## src/rtl/mdu_pkg.sv

```systemverilog
// Shared MDU definitions: opcode encoding and latency helpers.
// Used by the decoder, the MDU and the issue controller.
package mdu_pkg;

    localparam logic [3:0] MDU_NONE  = 4'd0;
    localparam logic [3:0] MDU_MULT  = 4'd1;
    localparam logic [3:0] MDU_MULTU = 4'd2;
    localparam logic [3:0] MDU_DIV   = 4'd3;
    localparam logic [3:0] MDU_DIVU  = 4'd4;
    localparam logic [3:0] MDU_MFHI  = 4'd5;
    localparam logic [3:0] MDU_MFLO  = 4'd6;
    localparam logic [3:0] MDU_MTHI  = 4'd7;
    localparam logic [3:0] MDU_MTLO  = 4'd8;

    localparam int MUL_LAT_DEF = 5;
    localparam int DIV_LAT_DEF = 10;
    localparam int CNT_W_DEF   = 4;

    typedef enum logic {
        BSY_IDLE = 1'b0,
        BSY_BUSY = 1'b1
    } busy_state_e;

    // Encodings above MTLO are reserved and behave as no-op.
    function automatic logic [3:0] op_eff(input logic [3:0] op);
        return (op > MDU_MTLO) ? MDU_NONE : op;
    endfunction

    function automatic logic is_muldiv(input logic [3:0] op);
        return (op >= MDU_MULT) && (op <= MDU_DIVU);
    endfunction

    function automatic int op_lat(
        input logic [3:0] op,
        input int         mul_lat,
        input int         div_lat
    );
        int lat;
        lat = 0;
        unique case (1'b1)
            (op == MDU_MULT) || (op == MDU_MULTU): lat = mul_lat;
            (op == MDU_DIV)  || (op == MDU_DIVU):  lat = div_lat;
            default:                              lat = 0;
        endcase
        return lat;
    endfunction

endpackage

```

## src/rtl/mdu_issue_ctrl_if.sv

```systemverilog
// Decode/E-stage bundle between the pipeline and the MDU issue controller.
// master = pipeline side, slave = issue controller.
interface mdu_issue_ctrl_if #(
    parameter int CNT_W = 4
);
    logic             d_valid;
    logic [3:0]       d_mdu_op;
    logic [31:0]      d_rs;
    logic [31:0]      d_rt;
    logic             ext_stall;
    logic             req;
    logic [3:0]       e_mdu_op;
    logic [31:0]      e_a;
    logic [31:0]      e_b;
    logic             e_start;
    logic             e_req;
    logic             stall_d;
    logic             busy;
    logic [CNT_W-1:0] cnt;

    modport master (
        output d_valid, d_mdu_op, d_rs, d_rt, ext_stall, req,
        input  e_mdu_op, e_a, e_b, e_start, e_req, stall_d, busy, cnt
    );

    modport slave (
        input  d_valid, d_mdu_op, d_rs, d_rt, ext_stall, req,
        output e_mdu_op, e_a, e_b, e_start, e_req, stall_d, busy, cnt
    );
endinterface

```

## src/rtl/mdu_busy_fsm.sv

```systemverilog
// Busy-window tracker for the MDU: IDLE/BUSY with a countdown
// loaded from the started op's latency.
module mdu_busy_fsm
    import mdu_pkg::*;
#(
    parameter int MUL_LAT = MUL_LAT_DEF,
    parameter int DIV_LAT = DIV_LAT_DEF,
    parameter int CNT_W   = CNT_W_DEF
) (
    input  logic             clk,
    input  logic             reset,
    input  logic             md_start,
    input  logic [3:0]       op,
    output logic             busy,
    output logic [CNT_W-1:0] cnt
);

    localparam int CNT_MAX = (2 ** CNT_W) - 1;
    localparam logic [CNT_W-1:0] ONE = CNT_W'(1);

    if ((MUL_LAT > CNT_MAX) || (DIV_LAT > CNT_MAX)) begin : g_lat_chk
        $error("mdu_busy_fsm: latency does not fit in CNT_W");
    end

    busy_state_e      state_q, state_d;
    logic [CNT_W-1:0] cnt_q, cnt_d;

    always_ff @(posedge clk) begin
        if (reset) begin
            state_q <= BSY_IDLE;
            cnt_q   <= '0;
        end else begin
            state_q <= state_d;
            cnt_q   <= cnt_d;
        end
    end

    // A start seen while BUSY is dropped; the running count wins.
    always_comb begin
        state_d = state_q;
        cnt_d   = cnt_q;
        unique case (state_q)
            BSY_IDLE: begin
                if (md_start) begin
                    state_d = BSY_BUSY;
                    cnt_d   = CNT_W'(op_lat(op, MUL_LAT, DIV_LAT));
                end
            end
            BSY_BUSY: begin
                if (cnt_q != '0) cnt_d = cnt_q - ONE;
                if (cnt_q <= ONE) state_d = BSY_IDLE;
            end
            default: begin
                state_d = BSY_IDLE;
                cnt_d   = '0;
            end
        endcase
    end

    assign busy = (state_q == BSY_BUSY) || md_start;
    assign cnt  = cnt_q;

endmodule

```

## src/rtl/mdu_issue_ctrl.sv

```systemverilog
// D/E issue controller for the MDU: E-stage op/operand register,
// start strobe and decode stall against the MDU busy window.
module mdu_issue_ctrl
    import mdu_pkg::*;
#(
    parameter int MUL_LAT = MUL_LAT_DEF,
    parameter int DIV_LAT = DIV_LAT_DEF,
    parameter int CNT_W   = CNT_W_DEF
) (
    input logic              clk,
    input logic              reset,
    mdu_issue_ctrl_if.slave  bus
);

    logic [3:0]       d_op;
    logic [3:0]       e_op_q;
    logic [31:0]      e_a_q;
    logic [31:0]      e_b_q;
    logic             e_start;
    logic             md_start;
    logic             busy;
    logic             stall_d;
    logic             flush;
    logic [CNT_W-1:0] cnt;

    assign d_op     = op_eff(bus.d_mdu_op);
    assign e_start  = (e_op_q != MDU_NONE) && !bus.req;
    assign md_start = e_start && is_muldiv(e_op_q);

    mdu_busy_fsm #(
        .MUL_LAT (MUL_LAT),
        .DIV_LAT (DIV_LAT),
        .CNT_W   (CNT_W)
    ) u_busy (
        .clk      (clk),
        .reset    (reset),
        .md_start (md_start),
        .op       (e_op_q),
        .busy     (busy),
        .cnt      (cnt)
    );

    // Any MDU op waits out the window, including HI/LO moves.
    assign stall_d = bus.d_valid && (d_op != MDU_NONE) && busy;
    assign flush   = bus.req || stall_d || bus.ext_stall;

    always_ff @(posedge clk) begin
        if (reset || flush) begin
            e_op_q <= MDU_NONE;
            e_a_q  <= '0;
            e_b_q  <= '0;
        end else begin
            e_op_q <= bus.d_valid ? d_op : MDU_NONE;
            e_a_q  <= bus.d_rs;
            e_b_q  <= bus.d_rt;
        end
    end

    assign bus.e_mdu_op = e_op_q;
    assign bus.e_a      = e_a_q;
    assign bus.e_b      = e_b_q;
    assign bus.e_start  = e_start;
    assign bus.e_req    = bus.req;
    assign bus.stall_d  = stall_d;
    assign bus.busy     = busy;
    assign bus.cnt      = cnt;

endmodule

```

## src/flat_wrapper.sv

```systemverilog
// flat-port wrapper written by rule: the top's interface ports become plain ports
module mdu_issue_ctrl_flat import mdu_pkg::*;
#(
    parameter int MUL_LAT = MUL_LAT_DEF,
    parameter int DIV_LAT = DIV_LAT_DEF,
    parameter int CNT_W   = CNT_W_DEF
)
  (clk, reset, bus_d_valid, bus_d_mdu_op, bus_d_rs, bus_d_rt, bus_ext_stall, bus_req, bus_e_mdu_op, bus_e_a, bus_e_b, bus_e_start, bus_e_req, bus_stall_d, bus_busy, bus_cnt);
  mdu_issue_ctrl_if #(.CNT_W(CNT_W)) bus_i ();
  input logic clk;
  input logic reset;
  input wire logic [$bits(bus_i.d_valid)-1:0] bus_d_valid;
  input wire logic [$bits(bus_i.d_mdu_op)-1:0] bus_d_mdu_op;
  input wire logic [$bits(bus_i.d_rs)-1:0] bus_d_rs;
  input wire logic [$bits(bus_i.d_rt)-1:0] bus_d_rt;
  input wire logic [$bits(bus_i.ext_stall)-1:0] bus_ext_stall;
  input wire logic [$bits(bus_i.req)-1:0] bus_req;
  output wire logic [$bits(bus_i.e_mdu_op)-1:0] bus_e_mdu_op;
  output wire logic [$bits(bus_i.e_a)-1:0] bus_e_a;
  output wire logic [$bits(bus_i.e_b)-1:0] bus_e_b;
  output wire logic [$bits(bus_i.e_start)-1:0] bus_e_start;
  output wire logic [$bits(bus_i.e_req)-1:0] bus_e_req;
  output wire logic [$bits(bus_i.stall_d)-1:0] bus_stall_d;
  output wire logic [$bits(bus_i.busy)-1:0] bus_busy;
  output wire logic [$bits(bus_i.cnt)-1:0] bus_cnt;
  assign bus_i.d_valid = bus_d_valid;
  assign bus_i.d_mdu_op = bus_d_mdu_op;
  assign bus_i.d_rs = bus_d_rs;
  assign bus_i.d_rt = bus_d_rt;
  assign bus_i.ext_stall = bus_ext_stall;
  assign bus_i.req = bus_req;
  assign bus_e_mdu_op = bus_i.e_mdu_op;
  assign bus_e_a = bus_i.e_a;
  assign bus_e_b = bus_i.e_b;
  assign bus_e_start = bus_i.e_start;
  assign bus_e_req = bus_i.e_req;
  assign bus_stall_d = bus_i.stall_d;
  assign bus_busy = bus_i.busy;
  assign bus_cnt = bus_i.cnt;
  mdu_issue_ctrl #(.MUL_LAT(MUL_LAT), .DIV_LAT(DIV_LAT), .CNT_W(CNT_W)) u_core (.clk(clk), .reset(reset), .bus(bus_i));
endmodule
```

## config.mk

```make
export PLATFORM = sky130hd
export DESIGN_NAME = mdu_issue_ctrl_flat
export DESIGN_NICKNAME = d
export VERILOG_FILES = /design/src/rtl/mdu_pkg.sv /design/src/rtl/mdu_issue_ctrl_if.sv /design/src/rtl/mdu_busy_fsm.sv /design/src/rtl/mdu_issue_ctrl.sv /design/src/flat_wrapper.sv
export SDC_FILE = /design/constraint.sdc
export NUM_CORES = 1
export LEC_CHECK = 0
export ABC_AREA = 1
export BUFFER_PORTS_ARGS = -buffer_cell sky130_fd_sc_hd__buf_4
export CORE_ASPECT_RATIO = 0.6
export CORE_MARGIN = 2
export CORE_UTILIZATION = 30
export CTS_CLUSTER_SIZE = 20
export DETAILED_ROUTE_END_ITERATION = 16
export PLACE_DENSITY = 0.57
export SETUP_SLACK_MARGIN = 0.5
export SLEW_MARGIN = 20
export SYNTH_ARGS = -nofsm -noshare
export SYNTH_HDL_FRONTEND = slang
export SYNTH_HIERARCHICAL = 1
export SYNTH_SLANG_ARGS = --single-unit
```

## constraint.sdc

```tcl
create_clock -name clk -period 1.76 [get_ports clk]
set_input_delay 0.352 -clock clk [delete_from_list [all_inputs] [get_ports clk]]
set_output_delay 0.352 -clock clk [all_outputs]
set_load 0.01 [all_outputs]
```

==> results of run 1 <==
[power breakdown]
part / internal [mW] / switching (mW)
registers: 1.69 / 0.0154
logic: 0.268 / 0.226
clock network: 1.15 / 0.669
[state kept, by name (all words and copies together), names as in the netlist]
register and flops:
u_core/u_busy/cnt 4, u_core/bus.e_a 32, u_core/bus.e_mdu_op 4, u_core/bus.e_b 32, u_core/u_busy/state_q 1
[cells in the mapped netlist, types with 2 or more instances]
cell	number	area share, %
buf_6	6	2.7
inv_1	82	12
dfxtp_1	73	59
o21ai_1	2	0.40
a21oi_1	4	0.80
nor2_1	61	9.2
nand2_1	24	3.6
nand3_1	7	1.4
ha_1	3	1.5
nand2_4	2	0.91
nor2_2	21	5.3
[layer usage]
layer	share of wire [%]	vias to the layer above	track usage, %
met1	41	1079	17.2
met3	14	11	9.66
li1	-	1192	-
met5	0	-	0
met4	1.4	0	7.41
met2	44	117	23.3
[cell type report]
class,count,area [µm²],share of cell area (%)
timing repair buffer,174,1560,32.2
sequential,73,1480,30.6
multi-input combinational,132,1040,21.5
inverter,83,314,6.49
clock buffer,13,292,6.02
tap,108,135,2.79
clock inverter,3,18.8,0.388
[what timing repair did]
action | CTS | global route
pin swaps | 3 | 7
gates cloned | 4 | 1
setup endpoints to repair | 77 | 81
resized for setup | 29 | 86
buffers inserted | 11 | 4
hold endpoints to repair | 0 | 0
[cell families (layout without fill, tap and decap cells)]
group / after synthesis / after routing
flops: 73 / 73
compound gates: 9 / 9
fa+ha+maj: 3 / 3
simple gates: 120 / 120
buf+inv: 90 / 273
[final timing paths]
| check | startpoint | endpoint | slack, ns | depth (start not counted) |
|---|---|---|---|---|
| worst max-delay path | u_core/bus.e_mdu_op[0]$_SDFF_PP0_ | bus_stall_d | -0.16 | 9 |
| worst max register to register | u_core/bus.e_mdu_op[0]$_SDFF_PP0_ | u_core/bus.e_b[30]$_SDFF_PP0_ | -0.13 | 13 |
| worst min-delay path | reset | u_core/u_busy/cnt[2]$_SDFFE_PP0P_ | 0.22 | 2 |
| worst min register to register | u_core/u_busy/cnt[2]$_SDFFE_PP0P_ | u_core/u_busy/cnt[2]$_SDFFE_PP0P_ | 0.51 | 2 |
[worst max-delay path: stages, from the launching register on]
cell     delay (ns)
dfxtp_4        0.35
nor2_4         0.12
a21oi_2        0.06
nor3b_2        0.15
or2_4          0.25
nand2_2        0.06
inv_2          0.04
nand3_4        0.06
inv_2          0.04
buf_6          0.11
[through the flow]
stage / instance area, µm² / util (%) / hold WS, ns
floorplan: 2540 / - / 0.414
global placement: 3780 / 47.6 / 0.536
detailed placement: 3780 / 47.6 / 0.531
CTS: 4430 / 55.8 / 0.194
global route: 4840 / 60.9 / 0.211
finish: 4840 / 60.9 / 0.215
==> impl_metrics.env, run 1 <==
export IMPL_drt_iter0_drc=70
export IMPL_portBuffers=148
export IMPL_final_cells=586
export IMPL_grt_overflow=0
export IMPL_place_inst=550
export IMPL_clock_latency_ns=0.33
export IMPL_areaGrowthSynthToFinish_pct=94.6
export IMPL_via_count=2399
export IMPL_fin_crit_sh_pct=109
export IMPL_peakVddDrop_mv=0.740
export IMPL_synthMuxAreaShare_pct=0
export IMPL_max_freq_mhz=520
export IMPL_skew_ns=0.00668
export IMPL_dieWidth_um=122
export IMPL_syn_num_nets=371
export IMPL_tns_ns=-5.73
export IMPL_synth_xor_area_share_pct=0
export IMPL_totalWireLength_mm=7.27
export IMPL_leakagePower_nw=2.47
export IMPL_grt_max_degree=15
export IMPL_power_density_mw_per_mm2=831
export IMPL_io_pins=149
export IMPL_relSlewSlack_pct=64.4
export IMPL_hpwl_mm=4.74
export IMPL_cts_clk_slew_worst_paths_ns=0.06
export IMPL_critPathKind="reg -> out"
export IMPL_synthAdderAreaFrac_pct=1.51
export IMPL_synth_compound_area_share_pct=2.06
export IMPL_avgSynthCellArea_um2=8.43
export IMPL_status="finished, violations left"
export IMPL_violations="setup timing"
export IMPL_initial_core_util_pct=31.3
export IMPL_holdCritPathClass="in -> reg"
export IMPL_critPathCaptureType="primary output"
export IMPL_ys_flop_type="dfxtp_1"
export IMPL_core_mm2=0.00795
export IMPL_layout_common_cells="buf_4 (147), inv_1 (80), dfxtp_1 (67)"
export IMPL_final_max_slew_viol_count=0
export IMPL_syn_cell_area_mm2=0.00249
export IMPL_grt_setup_unrepaired="true"
export IMPL_hold_viol_final=0
export IMPL_ys_async_sr_fraction_pct=0
export IMPL_setup_viol=57
export IMPL_grt_pass1_wl_mm=10.2
export IMPL_antenna_left=0
export IMPL_die_h_um=74.5
export IMPL_synth_distinct_cells=21
export IMPL_synth_seq_area_share_pct=58.8
export IMPL_crit_required_ns=1.41
export IMPL_dieArea_mm2=0.00906
export IMPL_netlist_instances=295
export IMPL_fillers=696
export IMPL_postCtsHoldBufs=0
export IMPL_cts_tree="done"
export IMPL_synth_top_family_by_area="simple AND/OR/NAND/NOR gates"
export IMPL_final_common_cell="buf_4"
export IMPL_cts_htree_levels=3
export IMPL_power_mw=4.02
export IMPL_yosys_warnings=6
export IMPL_drt_wirelength_per_cell_um=12.4
export IMPL_final_layout_size_suffix_gt1_share_pct=57.3
export IMPL_antenna_found_initial=0
export IMPL_cts_made_buffers=9
export IMPL_synth_seq_cells=73
export IMPL_start_kind="flip-flop"
export IMPL_drt_first_pass_iters=4
export IMPL_yosys_area_share_simple_pct=22.1
export IMPL_cts_sinks=73
export IMPL_maxCapViolCount=0
export IMPL_synth_edf_count=0
export IMPL_finalWeightedCongestion=0.830
export IMPL_pre_cts_slack_ns=0.0776
export IMPL_worst_slew_pin_slew_ns=0.531
export IMPL_fin_crit_ns=1.92
export IMPL_layout_setup_ws_ns=-0.163
export IMPL_avgViaCountPerCell=4.09
export IMPL_clockBufferDepth=2
export IMPL_cts_root_buf="clkbuf_16"
export IMPL_worst_path_max_fanout=2
export IMPL_grt_pass1_vias=2177
export IMPL_nets=549
export IMPL_rows=25
export IMPL_grt_use_total_pct=15.4
export IMPL_worstPathArrival_ns=1.57
export IMPL_drc=0
export IMPL_antennaDiodeCount=0
Power figures use the tool's default switching activity.
==> inputs of run 2 (changes only) <==
- CORE_UTILIZATION: 30 -> 40
- PLACE_DENSITY: 0.57 -> 0.73
==> run 2 against run 1 <==
The flow still finishes with violations (setup timing). First-iteration DRC count increased by 49%. Final cell count decreased by 3.2%. Via count hardly changed. Wire length up 4.8%. Power is 4.4% lower. Final area fell by 0.23%. Worst setup slack worse by 0.080 ns. Clock power is 10% lower. Sequential share of layout area up 0.15 points. Die area shrank 24%. Global-route usage is 4.6 points higher. Critical endpoint is now u_core/bus.e_a[13]$_SDFF_PP0_. Highest routed layer unchanged.
==> impl_metrics.env, run 2 (synthesized netlist as in run 1, its figures left out) <==
export IMPL_grt_overflow=0
export IMPL_worst_slew_pin_slew_ns=0.802
export IMPL_layout_setup_ws_ns=-0.243
export IMPL_placed_area_mm2=0.00373
export IMPL_drt_iter0_drc=104
export IMPL_clock_latency_ns=0.35
export IMPL_design_area_mm2=0.00483
export IMPL_die_h_um=65.1
export IMPL_initial_core_util_pct=41.1
export IMPL_cts_clk_slew_worst_paths_ns=0.09
export IMPL_power_density_mw_per_mm2=796
export IMPL_skew_ns=0.0198
export IMPL_fin_crit_sh_pct=114
export IMPL_layout_common_cells="buf_4 (150), inv_1 (81), dfxtp_1 (66)"
export IMPL_pre_cts_slack_ns=0.0444
export IMPL_drt_wirelength_per_cell_um=13.4
export IMPL_rr_worst_depth=14
export IMPL_regToRegStartpoint="u_core/bus.e_mdu_op[1]$_SDFF_PP0_"
export IMPL_antenna_found_initial=0
export IMPL_leakagePower_nw=2.48
export IMPL_via_count=2400
export IMPL_drt_first_pass_iters=4
export IMPL_crit_required_ns=2.05
export IMPL_clockBufferDepth=2
export IMPL_postCtsHoldBufs=0
export IMPL_start_kind="flip-flop"
export IMPL_setup_viol=70
export IMPL_grt_pass1_vias=2178
export IMPL_worst_path_max_fanout=7
export IMPL_final_common_cell="buf_4"
export IMPL_peakVddDrop_mv=0.529
export IMPL_ff2ff_setup_slack_ns=-0.24
export IMPL_areaGrowthSynthToFinish_pct=94.1
export IMPL_cp_startpoint="u_core/bus.e_mdu_op[1]$_SDFF_PP0_"
export IMPL_io_pins=149
export IMPL_antennaDiodeCount=0
export IMPL_relSlewSlack_pct=46.2
export IMPL_status="finished, violations left"
export IMPL_nets=554
export IMPL_fin_crit_ns=2.00
export IMPL_worstPathArrival_ns=2.29
export IMPL_holdCritPathClass="in -> reg"
export IMPL_hpwl_mm=4.42
export IMPL_crit_end="u_core/bus.e_a[13]$_SDFF_PP0_"
export IMPL_antenna_left=0
export IMPL_critPathCaptureType="flip-flop"
export IMPL_avgViaCountPerCell=4.23
export IMPL_violations="setup timing"
export IMPL_wl_met3_um=643
export IMPL_hold_viol_final=0
export IMPL_wl_met2_mm=3.82
export IMPL_fillers=387
export IMPL_register_area_mm2=0.00148
export IMPL_dieWidth_um=106
export IMPL_cts_htree_levels=3
export IMPL_top_layer="met4"
export IMPL_multi_input_area_mm2=0.00106
export IMPL_cts_tree="done"
export IMPL_maxCapViolCount=0
export IMPL_cts_root_buf="clkbuf_8"
export IMPL_cts_made_buffers=9
export IMPL_final_layout_size_suffix_gt1_share_pct=58.4
export IMPL_finalWeightedCongestion=0.827
export IMPL_grt_pass1_wl_mm=10.5
export IMPL_cts_sinks=73
export IMPL_grt_use_total_pct=20.0
export IMPL_rows=22
export IMPL_grt_max_degree=15
export IMPL_portBuffers=148
export IMPL_final_max_slew_viol_count=0
export IMPL_totalWireLength_mm=7.61
export IMPL_grt_setup_unrepaired="true"
export IMPL_drc=0
export IMPL_max_freq_mhz=499
export IMPL_critPathKind="reg -> reg"
export IMPL_dieArea_mm2=0.00689
export IMPL_reg2reg_to="u_core/bus.e_a[13]$_SDFF_PP0_"
export IMPL_core_mm2=0.00606
export IMPL_m1WireLength_mm=3.05
run 2: area by class of cell:
class / instances / area share, %
Timing Repair Buffer: 178 / 33.4
Sequential cell: 73 / 30.7
Multi-Input combinational cell: 133 / 22.0
Inverter: 83 / 6.50
Clock inverter: 7 / 2.59
Clock buffer: 9 / 2.57
Tap cell: 84 / 2.18
run 2: worst max-delay path, stage by stage (launching register included):
cell and delay, ns:
dfxtp_4 0.36, nor2_4 0.12, a21oi_2 0.07, nor3b_2 0.15, or2_4 0.23, nand2_1 0.08
inv_1 0.05, nand3_2 0.07, buf_6 0.10, buf_6 0.09, buf_8 0.11, nand2_8 0.09
buf_6 0.19, buf_16 0.14, nor2_4 0.11
run 2: how the worst min path moves through the flow:
| stage | from | endpoint | depth (start not counted) | slack (ns) |
|---|---|---|---|---|
| 5_1_grt | reset | u_core/u_busy/cnt[2]$_SDFFE_PP0P_ | 2 | 0.21 |
| 4_1_cts | reset | u_core/u_busy/cnt[2]$_SDFFE_PP0P_ | 2 | 0.18 |
| 2_1_floorplan | reset | u_core/u_busy/cnt[2]$_SDFFE_PP0P_ | 1 | 0.41 |
| 3_5_place_dp | bus_d_rs[31] | u_core/bus.e_a[31]$_SDFF_PP0_ | 3 | 0.56 |
| 3_3_place_gp | u_core/u_busy/cnt[2]$_SDFFE_PP0P_ | u_core/u_busy/cnt[2]$_SDFFE_PP0P_ | 2 | 0.55 |
| 6_report | reset | u_core/u_busy/cnt[2]$_SDFFE_PP0P_ | 2 | 0.20 |
run 2: what timing repair did:
action | in CTS | in global routing
resized for setup | 49 | 78
endpoints found under the setup margin | 78 | 80
buffers inserted | 15 | 3
cloned | 7 | 1
pin swaps | 4 | 5
run 2: power by group:
part | leakage, nW | internal, mW | switching, mW
logic | 1.76 | 0.275 | 0.235
registers | 0.599 | 1.69 | 0.0176
clock network | 0.124 | 0.957 | 0.673
run 2: layer usage:
layer	GRT usage [%]	up-vias
met5	0	-
met4	6.91	0
met3	7.75	10
met2	33.5	105
met1	23.6	1090
li1	-	1195
run 2: metrics by stage:
step	hold slack [ns]	power (mW)	cells	setup TNS, ns	utilization [%]
2_1_floorplan	0.414	1.88	295	0	-
3_3_place_gp	0.550	2.09	525	0	61.7
3_5_place_dp	0.563	2.10	525	0	61.7
4_1_cts	0.185	3.79	563	-7.48	73.4
5_1_grt	0.211	3.99	567	-18.07	79.7
6_report	0.205	3.85	567	-13.24	79.7
